`config.mk`:
```
export PLATFORM = sky130hd
export DESIGN_NAME = ballot_console
export DESIGN_NICKNAME = d
export VERILOG_FILES = /design/src/rtl/ballot_pkg.sv /design/src/rtl/debounce_sync.sv /design/src/rtl/ballot_console.sv
export SDC_FILE = /design/constraint.sdc
export NUM_CORES = 1
export LEC_CHECK = 0
export CORE_MARGIN = 5
export CORE_UTILIZATION = 55
export CTS_CLUSTER_SIZE = 16
export DETAILED_ROUTE_END_ITERATION = 6
export DONT_BUFFER_PORTS = 1
export GPL_ROUTABILITY_DRIVEN = 0
export PLACE_DENSITY = 0.67
export SYNTH_ARGS = -nofsm -noshare
export SYNTH_HDL_FRONTEND = slang
export SYNTH_HIERARCHICAL = 1
export SYNTH_SLANG_ARGS = --single-unit
```
`constraint.sdc`:
```
create_clock -name clk -period 2.93 [get_ports clk]
set_input_delay 0.586 -clock clk [delete_from_list [all_inputs] [get_ports clk]]
set_output_delay 0.586 -clock clk [all_outputs]
set_load 0.01 [all_outputs]
```
`src/rtl/ballot_pkg.sv`:
```
`default_nettype none
// +----------------------------------------------------------------------+
// | Module      : ballot_pkg                                             |
// | Description : Shared types, constants and helpers for ballot_console |
// | Revision    : 1.0 - initial release                                  |
// +----------------------------------------------------------------------+
package ballot_pkg;

  // Number of candidate buttons / width of the one-hot vote
  localparam int CAND_W = 4;

  // Console session state; 3 bits cover all six states
  typedef enum logic [2:0] {
    ST_IDLE     = 3'd0,
    ST_ARMED    = 3'd1,
    ST_SELECTED = 3'd2,
    ST_PRESENT  = 3'd3,
    ST_STROBE   = 3'd4,
    ST_RELEASE  = 3'd5
  } state_t;

  // True when exactly one bit of a candidate vector is set
  function automatic logic is_onehot4(input logic [CAND_W-1:0] v);
    return (v != '0) && ((v & (v - CAND_W'(1))) == '0);
  endfunction

endpackage
`default_nettype wire

```
`src/rtl/debounce_sync.sv`:
```
`default_nettype none
// +----------------------------------------------------------------------+
// | Module      : debounce_sync                                          |
// | Description : 2-flop synchronizer + counting debounce filter with    |
// |               filtered level and rising-edge outputs                 |
// | Revision    : 1.0 - initial release                                  |
// +----------------------------------------------------------------------+
module debounce_sync #(
  parameter int DEBOUNCE_CYCLES = 4
) (
  input  logic clk,
  input  logic rst_n,
  input  logic raw,
  output logic f,
  output logic rise
);

  localparam int CNT_W = $clog2(DEBOUNCE_CYCLES + 1);
  localparam logic [CNT_W-1:0] CNT_LAST = CNT_W'(DEBOUNCE_CYCLES - 1);

  logic             sync1_q, sync1_d;
  logic             s_q, s_d;
  logic             f_q, f_d;
  logic             f_dly_q, f_dly_d;
  logic [CNT_W-1:0] cnt_q, cnt_d;

  // Synchronize, then flip the filtered level only after a sustained difference
  always_comb begin
    sync1_d = raw;
    s_d     = sync1_q;
    f_dly_d = f_q;
    f_d     = f_q;
    cnt_d   = cnt_q;
    if (s_q == f_q) begin
      cnt_d = '0;
    end else if (cnt_q == CNT_LAST) begin
      f_d   = s_q;
      cnt_d = '0;
    end else begin
      cnt_d = cnt_q + CNT_W'(1);
    end
  end

  // State registers, cleared asynchronously
  always_ff @(posedge clk or negedge rst_n) begin
    if (!rst_n) begin
      sync1_q <= 1'b0;
      s_q     <= 1'b0;
      f_q     <= 1'b0;
      f_dly_q <= 1'b0;
      cnt_q   <= '0;
    end else begin
      sync1_q <= sync1_d;
      s_q     <= s_d;
      f_q     <= f_d;
      f_dly_q <= f_dly_d;
      cnt_q   <= cnt_d;
    end
  end

  assign f    = f_q;
  assign rise = f_q & ~f_dly_q;

endmodule
`default_nettype wire

```
`src/rtl/ballot_console.sv`:
```
`default_nettype none
// +----------------------------------------------------------------------+
// | Module      : ballot_console                                         |
// | Description : Voter terminal: debounced keypad, officer-armed single |
// |               ballot, one-hot vote with setup/strobe/hold phases     |
// | Revision    : 1.0 - initial release                                  |
// +----------------------------------------------------------------------+
module ballot_console
  import ballot_pkg::*;
#(
  parameter int DEBOUNCE_CYCLES = 4,
  parameter int CONFIRM_HOLD    = 2
) (
  input  logic       clk,
  input  logic       rst_n,
  input  logic [3:0] btn_raw,
  input  logic       cast_raw,
  input  logic       arm,
  output logic [3:0] vote_out,
  output logic       confirm_out,
  output logic [3:0] sel_led,
  output logic       armed,
  output logic       busy,
  output logic       multi_err,
  output logic [7:0] ballot_cnt
);

  localparam int NUM_IN = CAND_W + 1;
  localparam int HOLD_W = $clog2(CONFIRM_HOLD + 1);
  localparam logic [HOLD_W-1:0] HOLD_LAST = HOLD_W'(CONFIRM_HOLD - 1);

  logic [NUM_IN-1:0] raw_all, f_all, rise_all;
  logic [CAND_W-1:0] btn_f, btn_rise;
  logic              cast_rise;

  // Candidates occupy the low bits, cast is the top bit
  assign raw_all = {cast_raw, btn_raw};

  generate
    for (genvar i = 0; i < NUM_IN; i++) begin : g_debounce
      debounce_sync #(
        .DEBOUNCE_CYCLES(DEBOUNCE_CYCLES)
      ) u_debounce (
        .clk  (clk),
        .rst_n(rst_n),
        .raw  (raw_all[i]),
        .f    (f_all[i]),
        .rise (rise_all[i])
      );
    end
  endgenerate

  assign btn_f     = f_all[CAND_W-1:0];
  assign btn_rise  = rise_all[CAND_W-1:0];
  // A rise already implies the filtered level is high; the AND keeps it explicit
  assign cast_rise = rise_all[CAND_W] & f_all[CAND_W];

  state_t            state_q, state_d;
  logic [CAND_W-1:0] sel_led_q, sel_led_d;
  logic [CAND_W-1:0] vote_q, vote_d;
  logic              confirm_q, confirm_d;
  logic              armed_q, armed_d;
  logic              busy_q, busy_d;
  logic              multi_err_q, multi_err_d;
  logic [7:0]        ballot_cnt_q, ballot_cnt_d;
  logic [HOLD_W-1:0] hold_q, hold_d;

  // Session FSM; outputs are computed from the next state so they register with it
  always_comb begin
    state_d      = state_q;
    sel_led_d    = sel_led_q;
    multi_err_d  = 1'b0;
    ballot_cnt_d = ballot_cnt_q;
    hold_d       = hold_q;
    case (state_q)
      ST_IDLE: begin
        if (arm) begin
          state_d   = ST_ARMED;
          sel_led_d = '0;
        end
      end
      ST_ARMED, ST_SELECTED: begin
        // Any candidate edge takes priority over cast, valid or not
        if (btn_rise != '0) begin
          if (is_onehot4(btn_rise) && is_onehot4(btn_f)) begin
            sel_led_d = btn_rise;
            state_d   = ST_SELECTED;
          end else begin
            multi_err_d = 1'b1;
          end
        end else if (cast_rise && (state_q == ST_SELECTED)) begin
          state_d = ST_PRESENT;
        end
      end
      ST_PRESENT: begin
        state_d = ST_STROBE;
        hold_d  = '0;
      end
      ST_STROBE: begin
        if (hold_q == HOLD_LAST) begin
          state_d      = ST_RELEASE;
          ballot_cnt_d = ballot_cnt_q + 8'd1;
        end else begin
          hold_d = hold_q + HOLD_W'(1);
        end
      end
      ST_RELEASE: begin
        state_d   = ST_IDLE;
        sel_led_d = '0;
      end
      default: state_d = ST_IDLE;
    endcase

    armed_d   = (state_d == ST_ARMED) || (state_d == ST_SELECTED);
    busy_d    = (state_d == ST_PRESENT) || (state_d == ST_STROBE) ||
                (state_d == ST_RELEASE);
    confirm_d = (state_d == ST_STROBE);
    vote_d    = busy_d ? sel_led_d : '0;
  end

  // Registered state and outputs; reset clears everything at once
  always_ff @(posedge clk or negedge rst_n) begin
    if (!rst_n) begin
      state_q      <= ST_IDLE;
      sel_led_q    <= '0;
      vote_q       <= '0;
      confirm_q    <= 1'b0;
      armed_q      <= 1'b0;
      busy_q       <= 1'b0;
      multi_err_q  <= 1'b0;
      ballot_cnt_q <= '0;
      hold_q       <= '0;
    end else begin
      state_q      <= state_d;
      sel_led_q    <= sel_led_d;
      vote_q       <= vote_d;
      confirm_q    <= confirm_d;
      armed_q      <= armed_d;
      busy_q       <= busy_d;
      multi_err_q  <= multi_err_d;
      ballot_cnt_q <= ballot_cnt_d;
      hold_q       <= hold_d;
    end
  end

  assign vote_out    = vote_q;
  assign confirm_out = confirm_q;
  assign sel_led     = sel_led_q;
  assign armed       = armed_q;
  assign busy        = busy_q;
  assign multi_err   = multi_err_q;
  assign ballot_cnt  = ballot_cnt_q;

endmodule
`default_nettype wire

```
==> key figures, run 1 <==
STA
  • Setup slack after layout: 0.7271 ns
  • Setup_tns: 0 ns
  • Slew margin rel.: between 50 and 60%
  • Final setup fails: 0
  • Max-slew violations: 0
  • Fin crit share: about 75%
  • Final min period: approximately 2.2 ns
  • Worst Skew: roughly 0.008 ns
  • Fmax: 453.9 MHz
  • Worst slew pin tran: between 0.6 and 0.7 ns
  • RSZ-0062 raised after global routing: no
  • Final Hold Fails: 0

Global routing
  • Global-route wire length before repair: just under 7 mm
  • Largest net degree at the start of global routing: around 60
  • Initial antenna violation count: 0
  • Tot GR Track Use: around 14%
  • Congestion Overflow GR: 0
  • Number of global-route vias before repair: 1545

Place
  • IO Port Bufs: 0
  • Pre-CTS WS: about 0.74 ns
  • Hpwl dp: between 2 and 3 mm

Yosys
  • Synthesized instance count: ~200
  • Commonest cells post-synth: 60 x dfrtp_1, 15 x nand2_1, 11 x nor2b_1
  • Syn Nets: between 200 and 250
  • Post-synth EDFFs: 0
  • Synth Flop Type: dfrtp_1
  • Largest cells by area after synthesis: dfrtp_1 59%, ha_1 3.4%, mux2_2 3.1%
  • Ys async rst share: 100.0%
  • Ys Warns: 6
  • Count leader, synth: dfrtp_1
  • Post-synthesis register bit count: 60
  • Sequential area share after synthesis: 59.03%
  • Post-synthesis cell area: between 0.002 and 0.003 mm2
  • Area fraction of the dominant cell type after synthesis: 59.03%
  • Synth unique cells: 40
  • Post-Syn Area per Cell: 12.85 um2
  • Largest area contributor in the netlist: dfrtp_1

Clock network
  • Root buffer cell: clkbuf_8
  • Clock Sinks: 60
  • CTS tree: built
  • Clk buf depth: 2
  • Resize count post-CTS: 0
  • Worst-path clk slew: roughly 0.060 ns
  • H-tree Lvls: 3
  • CTS Buf Count: 9
  • Clk Latency, worst-skew pair: around 0.32 ns
  • Total setup buffers inserted after CTS: 0

Final layout
  • # nets final: between 200 and 250
  • # fillers: ~330
  • # diodes: 0
  • Syn-to-layout area delta: 9.542%
  • Layout cells sized above 1: 18.18%

Worst setup path
  • CP Data Arrival Time: around 2.4 ns
  • Worst reg-to-reg setup slack: 0.73 ns
  • Worst setup path class: register to register
  • CP Launch Type: register
  • Crit end category: register
  • Worst-path fanout max: 8
  • WP data required: 3.10 ns

Pwr
  • Max IR drop VDD: roughly 0.47 mV
  • Final total power: 0.002780 W
  • PwrDens: ~1000 mW/mm2
  • Reported leakage power: approximately 1.2 nW

Worst hold path
  • Worst hold path type: input port to asynchronous set/reset pin

Run status
  • Outcome: finished clean

Route
  • Drt first pass iters: 4
  • Initial DRC Count: 147
  • DRT Wirelength: ~3.8 mm
  • Drt drc: 0
  • Via/cell ratio: 5.613
  • Vias after detailed routing: 1465
  • WL/cell: approximately 15 um
  • Remaining antenna violation count: 0

Floorplanning
  • Chip height: about 80 um
  • # IOs: 28
  • Die ar.: 0.006085 mm2
  • Core footprint: 0.004414 mm2
  • Initial core utilization: slightly below 60%
  • Site Rows: 24
  • Chip width: just under 80 um

Flow run
  • Max-cap check violation count: 0
## cells in the final DEF, fill, tap and decap left out, drive strengths merged, types with 2 or more instances in the layout
| cell type | Yosys | layout |
|---|---|---|
| xor2 | 5 | 5 |
| mux2 | 7 | 7 |
| nor3b | 10 | 10 |
| or3 | 2 | 2 |
| dfrtp | 60 | 60 |
| a211oi | 2 | 2 |
| clkbuf | 1 | 15 |
| xnor2 | 9 | 9 |
| a21oi | 3 | 3 |
| nand4 | 6 | 6 |
| o211ai | 4 | 4 |
| nor4b | 3 | 3 |
| nor4 | 3 | 3 |
| nand2 | 15 | 15 |
| inv | 3 | 3 |
| nor3 | 9 | 9 |
| o21ai | 2 | 2 |
| ha | 7 | 7 |
| or4b | 2 | 2 |
| nor2 | 10 | 10 |
| nor2b | 16 | 16 |
## layer usage
layer	part of all wire [%]	global-route usage, %
met5	0	0
met4	1.4	7.432
met3	6.2	5.324
met2	47	21.12
met1	45	18.29
## layout make-up
class                      instances  area (um2)  share of cell area [%]
clock inverter                     1       5.005                  0.1796
tap                               52       65.06                   2.335
clock buffer                      15       176.4                   6.331
timing repair buffer               1       27.53                  0.9879
inverter                           3       11.26                  0.4041
sequential                        60        1501                   53.88
multi-input combinational        129       999.7                   35.88
## what timing repair did
action                                 CTS  global route
endpoints found under the hold margin   60             0
setup endpoints to repair                0             0
hold buffers                             1             0
## cell families after synthesis
group / count (synthesis) / synth area share, %
AND/OR/NAND/NOR: 79 / 20.46
flip-flops: 60 / 59.03
AO/OA/AOI/OAI: 22 / 7.477
XOR/XNOR: 14 / 4.821
buffers and inverters: 9 / 1.672
multiplexers: 7 / 3.099
adder cells (fa/ha/maj): 7 / 3.443
## per-stage QoR
stage / util [%] / hold slack (ns) / instances / area [um2]
final: 63.12 / 0.1191 / 261 / 2786
after CTS: 63.12 / 0.1244 / 261 / 2786
after global placement: 58.39 / 0.2923 / 244 / 2577
after detailed placement: 58.39 / 0.2922 / 244 / 2577
after global routing: 63.12 / 0.1338 / 261 / 2786
after floorplan: - / 0.2904 / 198 / 2544
## where the power goes
group	switching (W)	internal [W]
clock	0.000280	0.000376
combinational	0.000448	0.000398
sequential	0.000232	0.00105
total	0.000960	0.00182
## final timing paths
check	end	start	cells past startpoint
worst max register to register	vote_out[1]	g_debounce[2].u_debounce/f	5
min in group clk	g_debounce[4].u_debounce/s_d	cast_raw	0
worst min-delay path	g_debounce[4].u_debounce/cnt_q[0]	rst_n	1
worst min register to register	g_debounce[3].u_debounce/s_q	g_debounce[3].u_debounce/s_d	0
worst max-delay path	vote_out[1]	g_debounce[2].u_debounce/f	5
max in group asynchronous	g_debounce[2].u_debounce/cnt_q[0]	rst_n	1
## critical path, stage by stage (launching register included)
cell and delay, ns:
dfrtp_1 0.46, nor2b_1 0.57, or3_1 0.24, nor3_1 0.08, a311oi_1 0.61, nor2b_1 0.10
## registers in the layout, indices dropped and copies added (netlist names)
register and count:
confirm_out 1, multi_err 1, g_debounce.u_debounce/s_q 5, sel_led 4, armed 1, g_debounce.u_debounce/cnt_q 15, state_q 3, vote_out 4
hold_q 2, ballot_cnt 8, g_debounce.u_debounce/f 5, g_debounce.u_debounce/f_dly_q 5, busy 1, g_debounce.u_debounce/s_d 5
Power figures use the tool's default switching activity.
==> inputs of run 2 (changes only) <==
Clock period 2.93 ns to 2.1 ns, I/O delays scaled along.
==> key figures, run 2 (synthesized netlist as in run 1, its figures left out) <==
Floorplanning
  • Initial core utilization: 57.62% (unchanged)
  • # IOs: 28 (unchanged)
  • Site Rows: 24 (unchanged)
  • Chip height: 78.01 um (unchanged)
  • Core footprint: 0.004414 mm2 (unchanged)
  • Die ar.: 0.006085 mm2 (unchanged)
  • Chip width: 78.01 um (unchanged)

Place
  • Hpwl dp: 2.801 mm (was 2.702 mm)
  • DP Area: 0.002608 mm2 (was 0.002577 mm2)
  • Pre-CTS WS: 0.1300 ns (was 0.7438 ns)
  • IO Port Bufs: 0 (unchanged)

Route
  • Drt first pass iters: 4 (unchanged)
  • Remaining antenna violation count: 0 (unchanged)
  • Drt drc: 0 (unchanged)
  • Vias after detailed routing: 1516 (was 1465)
  • DRT Wirelength: 4.032 mm (was 3.816 mm)
  • Initial DRC Count: 71 (was 147)
  • Via/cell ratio: 5.699 (was 5.613)
  • WL/cell: 15.16 um (was 14.62 um)

Clock network
  • CTS Buf Count: 9 (unchanged)
  • Clock Sinks: 60 (unchanged)
  • Clk buf depth: 2 (unchanged)
  • CTS tree: built (unchanged)
  • Root buffer cell: clkbuf_8 (unchanged)
  • Worst-path clk slew: 0.06 ns (about the same)
  • H-tree Lvls: 3 (unchanged)
  • Clk Latency, worst-skew pair: 0.32 ns (about the same)
  • Total setup buffers inserted after CTS: 0 (unchanged)

Pwr
  • Sw frac: 34.51% (was 34.52%)
  • Sequential share of power: 45.2% (was 46.0%)
  • Cell internal pwr: 0.002589 W (was 0.001820 W)
  • Reported leakage power: 1.262 nW (was 1.236 nW)
  • Psw: 0.001364 W (was 0.0009595 W)
  • Max IR drop VDD: 0.6556 mV (was 0.4692 mV)
  • Clock power share: 23.3% (was 23.6%)
  • Comb power frac: 31.5% (was 30.4%)
  • PwrDens: 1396 mW/mm2 (was 997.5 mW/mm2)

Global routing
  • Congestion Overflow GR: 0 (unchanged)
  • Largest net degree at the start of global routing: 61 (unchanged)
  • Tot GR Track Use: 14.57% (was 14.27%)
  • M2 GR Usage: 22.79% (was 21.12%)
  • Grt met3 use: 4.977% (was 5.324%)
  • Grt peak-use layer: met2 (unchanged)
  • Global-route wire length before repair: 6.906 mm (was 6.934 mm)
  • Grt met1 use: 17.38% (was 18.29%)
  • Number of global-route vias before repair: 1525 (was 1545)
  • Initial antenna violation count: 0 (unchanged)

Final layout
  • # nets final: 224 (was 219)
  • Most frequent cells in the layout: 60 x dfrtp_1, 15 x nand2_1, 12 x clkbuf_8, 11 x nor2b_1, 10 x nor2_1 (unchanged)
  • # diodes: 0 (unchanged)
  • Max reg flops: 15 (unchanged)
  • Syn-to-layout area delta: 11.36% (was 9.542%)
  • Commonest non-fill, non-tap cell in the layout: dfrtp_1 (unchanged)
  • Layout cells sized above 1: 20.09% (was 18.18%)
  • Design Area, Final: 0.002833 mm2 (was 0.002786 mm2)
  • Top reg by flops: g_debounce.u_debounce/cnt_q (unchanged)

Worst hold path
  • Hold Crit Depth: 0
  • Worst hold path type: input port to register (was input port to asynchronous set/reset pin)
  • Worst hold endpoint: g_debounce[3].u_debounce/s_d
  • Hold Startpoint: btn_raw[3]

STA
  • Fin crit share: 92.94% (was 75.18%)
  • Setup_tns: 0 ns (unchanged)
  • Max-slew violations: 0 (unchanged)
  • Final Hold Fails: 0 (unchanged)
  • RSZ-0062 raised after global routing: no (unchanged)
  • Final min period: 1.952 ns (was 2.203 ns)
  • Worst slew pin tran: 0.5121 ns (was 0.6450 ns)
  • Slew margin rel.: 65.38% (was 56.91%)
  • Setup slack after layout: 0.1483 ns (was 0.7271 ns)
  • Fmax: 512.4 MHz (was 453.9 MHz)
  • Final setup fails: 0 (unchanged)
  • Worst Skew: 0.008758 ns (was 0.008039 ns)

Worst setup path
  • R2R depth: 6 (was 5)
  • Crit. Startpoint: g_debounce[0].u_debounce/f (was g_debounce[2].u_debounce/f)
  • Crit end category: register (unchanged)
  • Worst setup path class: register to register (unchanged)
  • Worst reg-to-reg setup slack: 0.15 ns (was 0.73 ns)
  • WP data required: 2.35 ns (was 3.10 ns)
  • CP Data Arrival Time: 2.20 ns (was 2.37 ns)
  • Reg-to-reg startpoint: g_debounce[0].u_debounce/f (was g_debounce[2].u_debounce/f)
  • RR Endpoint: vote_out[1] (unchanged)
  • Worst-path fanout max: 8 (unchanged)
  • CP Launch Type: register (unchanged)

Run status
  • Outcome: finished clean (unchanged)

Flow run
  • Max-cap check violation count: 0 (unchanged)
[run 2: changes by cell type in the layout (fill, tap and decap cells not counted)]
| cell | previous run | this run |
|---|---|---|
| buf_4 | 0 | 4 |
| a311oi_2 | 0 | 1 |
| dlygate4sd3_1 | 0 | 1 |
| a311oi_1 | 1 | 0 |
[run 2: power by group through the flow]
| stage | clock [W] | combinational (W) | sequential [W] |
|---|---|---|---|
| 2_1_floorplan | 0 | 0.00105 | 0.00169 |
| 3_3_place_gp | 0 | 0.00114 | 0.00178 |
| 3_5_place_dp | 0 | 0.00121 | 0.00181 |
| 4_1_cts | 0.000947 | 0.00124 | 0.00179 |
| 5_1_grt | 0.00102 | 0.00140 | 0.00183 |
| 6_report | 0.000919 | 0.00125 | 0.00179 |
[run 2: per-stage QoR]
step | instances | power, W | util [%] | hold slack [ns]
2_1_floorplan | 198 | 0.002747 | - | 0.1244
6_report | 266 | 0.003954 | 64.17 | 0.1255
5_1_grt | 266 | 0.004255 | 64.17 | 0.09947
3_5_place_dp | 248 | 0.003025 | 59.07 | 0.1259
4_1_cts | 266 | 0.003982 | 64.03 | 0.1082
3_3_place_gp | 248 | 0.002925 | 59.07 | 0.1263
[run 2: how the worst max path moves through the flow]
| stage | to | slack, ns | cells after the start |
|---|---|---|---|
| 3_5_place_dp | vote_out[2] | 0.13 | 5 |
| 5_1_grt | vote_out[1] | 0.04 | 6 |
| 3_3_place_gp | vote_out[3] | 0.23 | 5 |
| 4_1_cts | vote_out[1] | 0.12 | 5 |
| 2_1_floorplan | state_q[0] | 0.30 | 5 |
| 6_report | vote_out[1] | 0.15 | 6 |
[run 2: final cells by class]
cell class | count | area [um2]
clock inverters | 1 | 5.005
repair buffers | 6 | 67.56
well taps | 52 | 65.06
fillers | 341 | 1582
clock buffers | 15 | 176.4
flip-flops and latches | 60 | 1501
inverters | 3 | 11.26
multi-input cells | 129 | 1006
[run 2: what timing repair did]
item	CTS	global route
resized for setup	0	1
endpoints found under the hold margin	60	0
hold buffers	2	0
setup endpoints to repair	0	5
[run 2: routing by layer]
metal	part of all wire, %	routed length, um
met4	2.0	82
met1	43	1717
met2	49	1987
met5	0	0
met3	6.1	244
[run 2: critical path, cell delays in order (launching register included)]
cell and delay [ns]:
dfrtp_1 0.46, nor2b_1 0.17, buf_4 0.15, or3_1 0.41
nor3_1 0.34, a311oi_2 0.21, nor2b_1 0.14
==> inputs of run 3 (changes only) <==
Settings changed: CORE_UTILIZATION 55 to 40, PLACE_DENSITY 0.67 to 0.51.
==> key figures, run 3 (synthesized netlist as in run 1, its figures left out) <==
Run status
  • Outcome: finished clean (unchanged)

Place
  • DP Area: 0.002639 mm2 (was 0.002608 mm2)
  • IO Port Bufs: 0 (unchanged)
  • Placed cells: 273 (was 248)
  • Pre-CTS WS: 0.06479 ns (was 0.1300 ns)
  • Hpwl dp: 2.884 mm (was 2.801 mm)

Pwr
  • Final total power: 0.004082 W (was 0.003954 W)
  • PwrDens: 1414 mW/mm2 (was 1396 mW/mm2)
  • Clock power share: 25.2% (was 23.3%)
  • Sw frac: 35.16% (was 34.51%)
  • Comb power frac: 31.4% (was 31.5%)
  • Cell internal pwr: 0.002646 W (was 0.002589 W)
  • Max IR drop VDD: 0.5777 mV (was 0.6556 mV)
  • Psw: 0.001435 W (was 0.001364 W)
  • Sequential share of power: 43.4% (was 45.2%)
  • Reported leakage power: 1.267 nW (was 1.262 nW)

Final layout
  • Max reg flops: 15 (unchanged)
  • Layout cells sized above 1: 21.96% (was 20.09%)
  • # nets final: 224 (unchanged)
  • Commonest non-fill, non-tap cell in the layout: dfrtp_1 (unchanged)
  • Design Area, Final: 0.002887 mm2 (was 0.002833 mm2)
  • Top reg by flops: g_debounce.u_debounce/cnt_q (unchanged)
  • Syn-to-layout area delta: 13.48% (was 11.36%)
  • Final cell count without fillers: 291 (was 266)
  • Most frequent cells in the layout: 60 x dfrtp_1, 15 x nand2_1, 10 x nor2_1, 10 x nor2b_1, 10 x clkbuf_8 (was 60 x dfrtp_1, 15 x nand2_1, 12 x clkbuf_8, 11 x nor2b_1, 10 x nor2_1)
  • # diodes: 0 (unchanged)
  • # fillers: 583 (was 341)

Floorplanning
  • Site Rows: 29 (was 24)
  • # IOs: 28 (unchanged)
  • Chip height: 89.75 um (was 78.01 um)
  • Chip width: 89.75 um (was 78.01 um)
  • Initial core utilization: 40.52% (was 57.62%)
  • Core footprint: 0.006277 mm2 (was 0.004414 mm2)
  • Die ar.: 0.008054 mm2 (was 0.006085 mm2)

STA
  • Slew margin rel.: 65.50% (was 65.38%)
  • RSZ-0062 raised after global routing: no (unchanged)
  • Setup_tns: 0 ns (unchanged)
  • Setup slack after layout: 0.1420 ns (was 0.1483 ns)
  • Fin crit share: 93.24% (was 92.94%)
  • Worst Skew: 0.008225 ns (was 0.008758 ns)
  • Final Hold Fails: 0 (unchanged)
  • Final min period: 1.958 ns (was 1.952 ns)
  • Worst slew pin tran: 0.5103 ns (was 0.5121 ns)
  • Final setup fails: 0 (unchanged)
  • Max-slew violations: 0 (unchanged)
  • Fmax: 510.7 MHz (was 512.4 MHz)

Clock network
  • Total setup buffers inserted after CTS: 0 (unchanged)
  • CTS Buf Count: 9 (unchanged)
  • Clk Latency, worst-skew pair: 0.34 ns (was 0.32 ns)
  • H-tree Lvls: 3 (unchanged)
  • Clock Sinks: 60 (unchanged)
  • CTS tree: built (unchanged)
  • Root buffer cell: clkbuf_8 (unchanged)
  • Clk buf depth: 2 (unchanged)
  • Worst-path clk slew: 0.07 ns (was 0.06 ns)

Worst setup path
  • CP Data Arrival Time: 2.20 ns (about the same)
  • Top cell family by delay on the critical path: simple AND/OR/NAND/NOR gates (unchanged)
  • Slowest CP cell: dfrtp_1 (unchanged)
  • CP Launch Type: register (unchanged)
  • Crit path largest cell delay: 0.46 ns (about the same)
  • Crit end category: register (unchanged)
  • Crit-path cells: nor2b_1 -> xor2_1 -> a211o_1 -> and2_1 -> o31ai_1 (was nor2b_1 -> buf_4 -> or3_1 -> nor3_1 -> a311oi_2 -> nor2b_1)
  • WP data required: 2.34 ns (was 2.35 ns)
  • WP buf/inv: 0 (was 1)
  • Worst setup path class: register to register (unchanged)
  • Worst-path fanout max: 7 (was 8)

Route
  • Via/cell ratio: 5.223 (was 5.699)
  • Remaining antenna violation count: 0 (unchanged)
  • Drt drc: 0 (unchanged)
  • DRT Wirelength: 4.234 mm (was 4.032 mm)
  • Initial DRC Count: 91 (was 71)
  • Drt first pass iters: 6 (was 4)
  • Vias after detailed routing: 1520 (was 1516)
  • WL/cell: 14.55 um (was 15.16 um)

Global routing
  • Initial antenna violation count: 0 (unchanged)
  • Tot GR Track Use: 11.49% (was 14.57%)
  • Largest net degree at the start of global routing: 61 (unchanged)
  • Congestion Overflow GR: 0 (unchanged)
  • Global-route wire length before repair: 7.369 mm (was 6.906 mm)
  • Number of global-route vias before repair: 1590 (was 1525)

Flow run
  • Max-cap check violation count: 0 (unchanged)

Worst hold path
  • Worst hold path type: input port to register (unchanged)
-- run 3: changes by cell type in the layout (fill, tap and decap cells not counted) --
cell | before | now
clkinv_4 | 0 | 1
clkbuf_8 | 12 | 10
nor2b_1 | 11 | 10
bufinv_16 | 0 | 1
clkinv_2 | 1 | 2
clkbuf_1 | 3 | 0
nor2b_2 | 0 | 1
clkinvlp_4 | 0 | 2
-- run 3: stage by stage --
stage	utilization, %	hold WS, ns
floorplan	-	0.1244
global placement	42.04	0.1262
detailed placement	42.04	0.1264
CTS	45.84	0.08220
global route	45.98	0.07481
finish	45.98	0.1080
-- run 3: area by class of cell --
cell class	count	area (um2)	share of cell area, %
timing repair buffer	6	67.56	2.341
clock buffer	10	137.6	4.768
sequential	60	1501	52.02
clock inverter	6	63.81	2.211
tap	77	96.34	3.338
multi-input combinational	129	1008	34.94
inverter	3	11.26	0.3901
-- run 3: worst paths after layout --
path,endpoint,cells past startpoint,slack (ns),from
min reg2reg,g_debounce[1].u_debounce/s_q,0,0.35,g_debounce[1].u_debounce/s_d
min in group asynchronous,g_debounce[4].u_debounce/cnt_q[2],2,0.60,rst_n
min,g_debounce[0].u_debounce/s_d,0,0.11,btn_raw[0]
max reg2reg,state_q[0],5,0.14,g_debounce[2].u_debounce/f
max in group asynchronous,g_debounce[2].u_debounce/cnt_q[2],2,1.25,rst_n
max,state_q[0],5,0.14,g_debounce[2].u_debounce/f
-- run 3: routing by layer --
metal  GRT usage [%]  wire, um
met1           13.54      1872
met2           17.38      1987
met3           5.092       280
met4           6.423        94
met5               0         0
-- run 3: timing repair --
item,4_1_cts,5_1_grt
hold endpoints to repair,60,0
hold buffers,2,0
endpoints found under the setup margin,0,10
gates resized for setup,0,2
-- run 3: power by group through the flow --
stage / Sequential (W) / Combinational (W) / Clock (W)
floorplan: 0.00169 / 0.00105 / 0
global placement: 0.00178 / 0.00118 / 0
detailed placement: 0.00180 / 0.00126 / 0
CTS: 0.00178 / 0.00128 / 0.00108
global route: 0.00182 / 0.00144 / 0.00113
finish: 0.00177 / 0.00128 / 0.00103
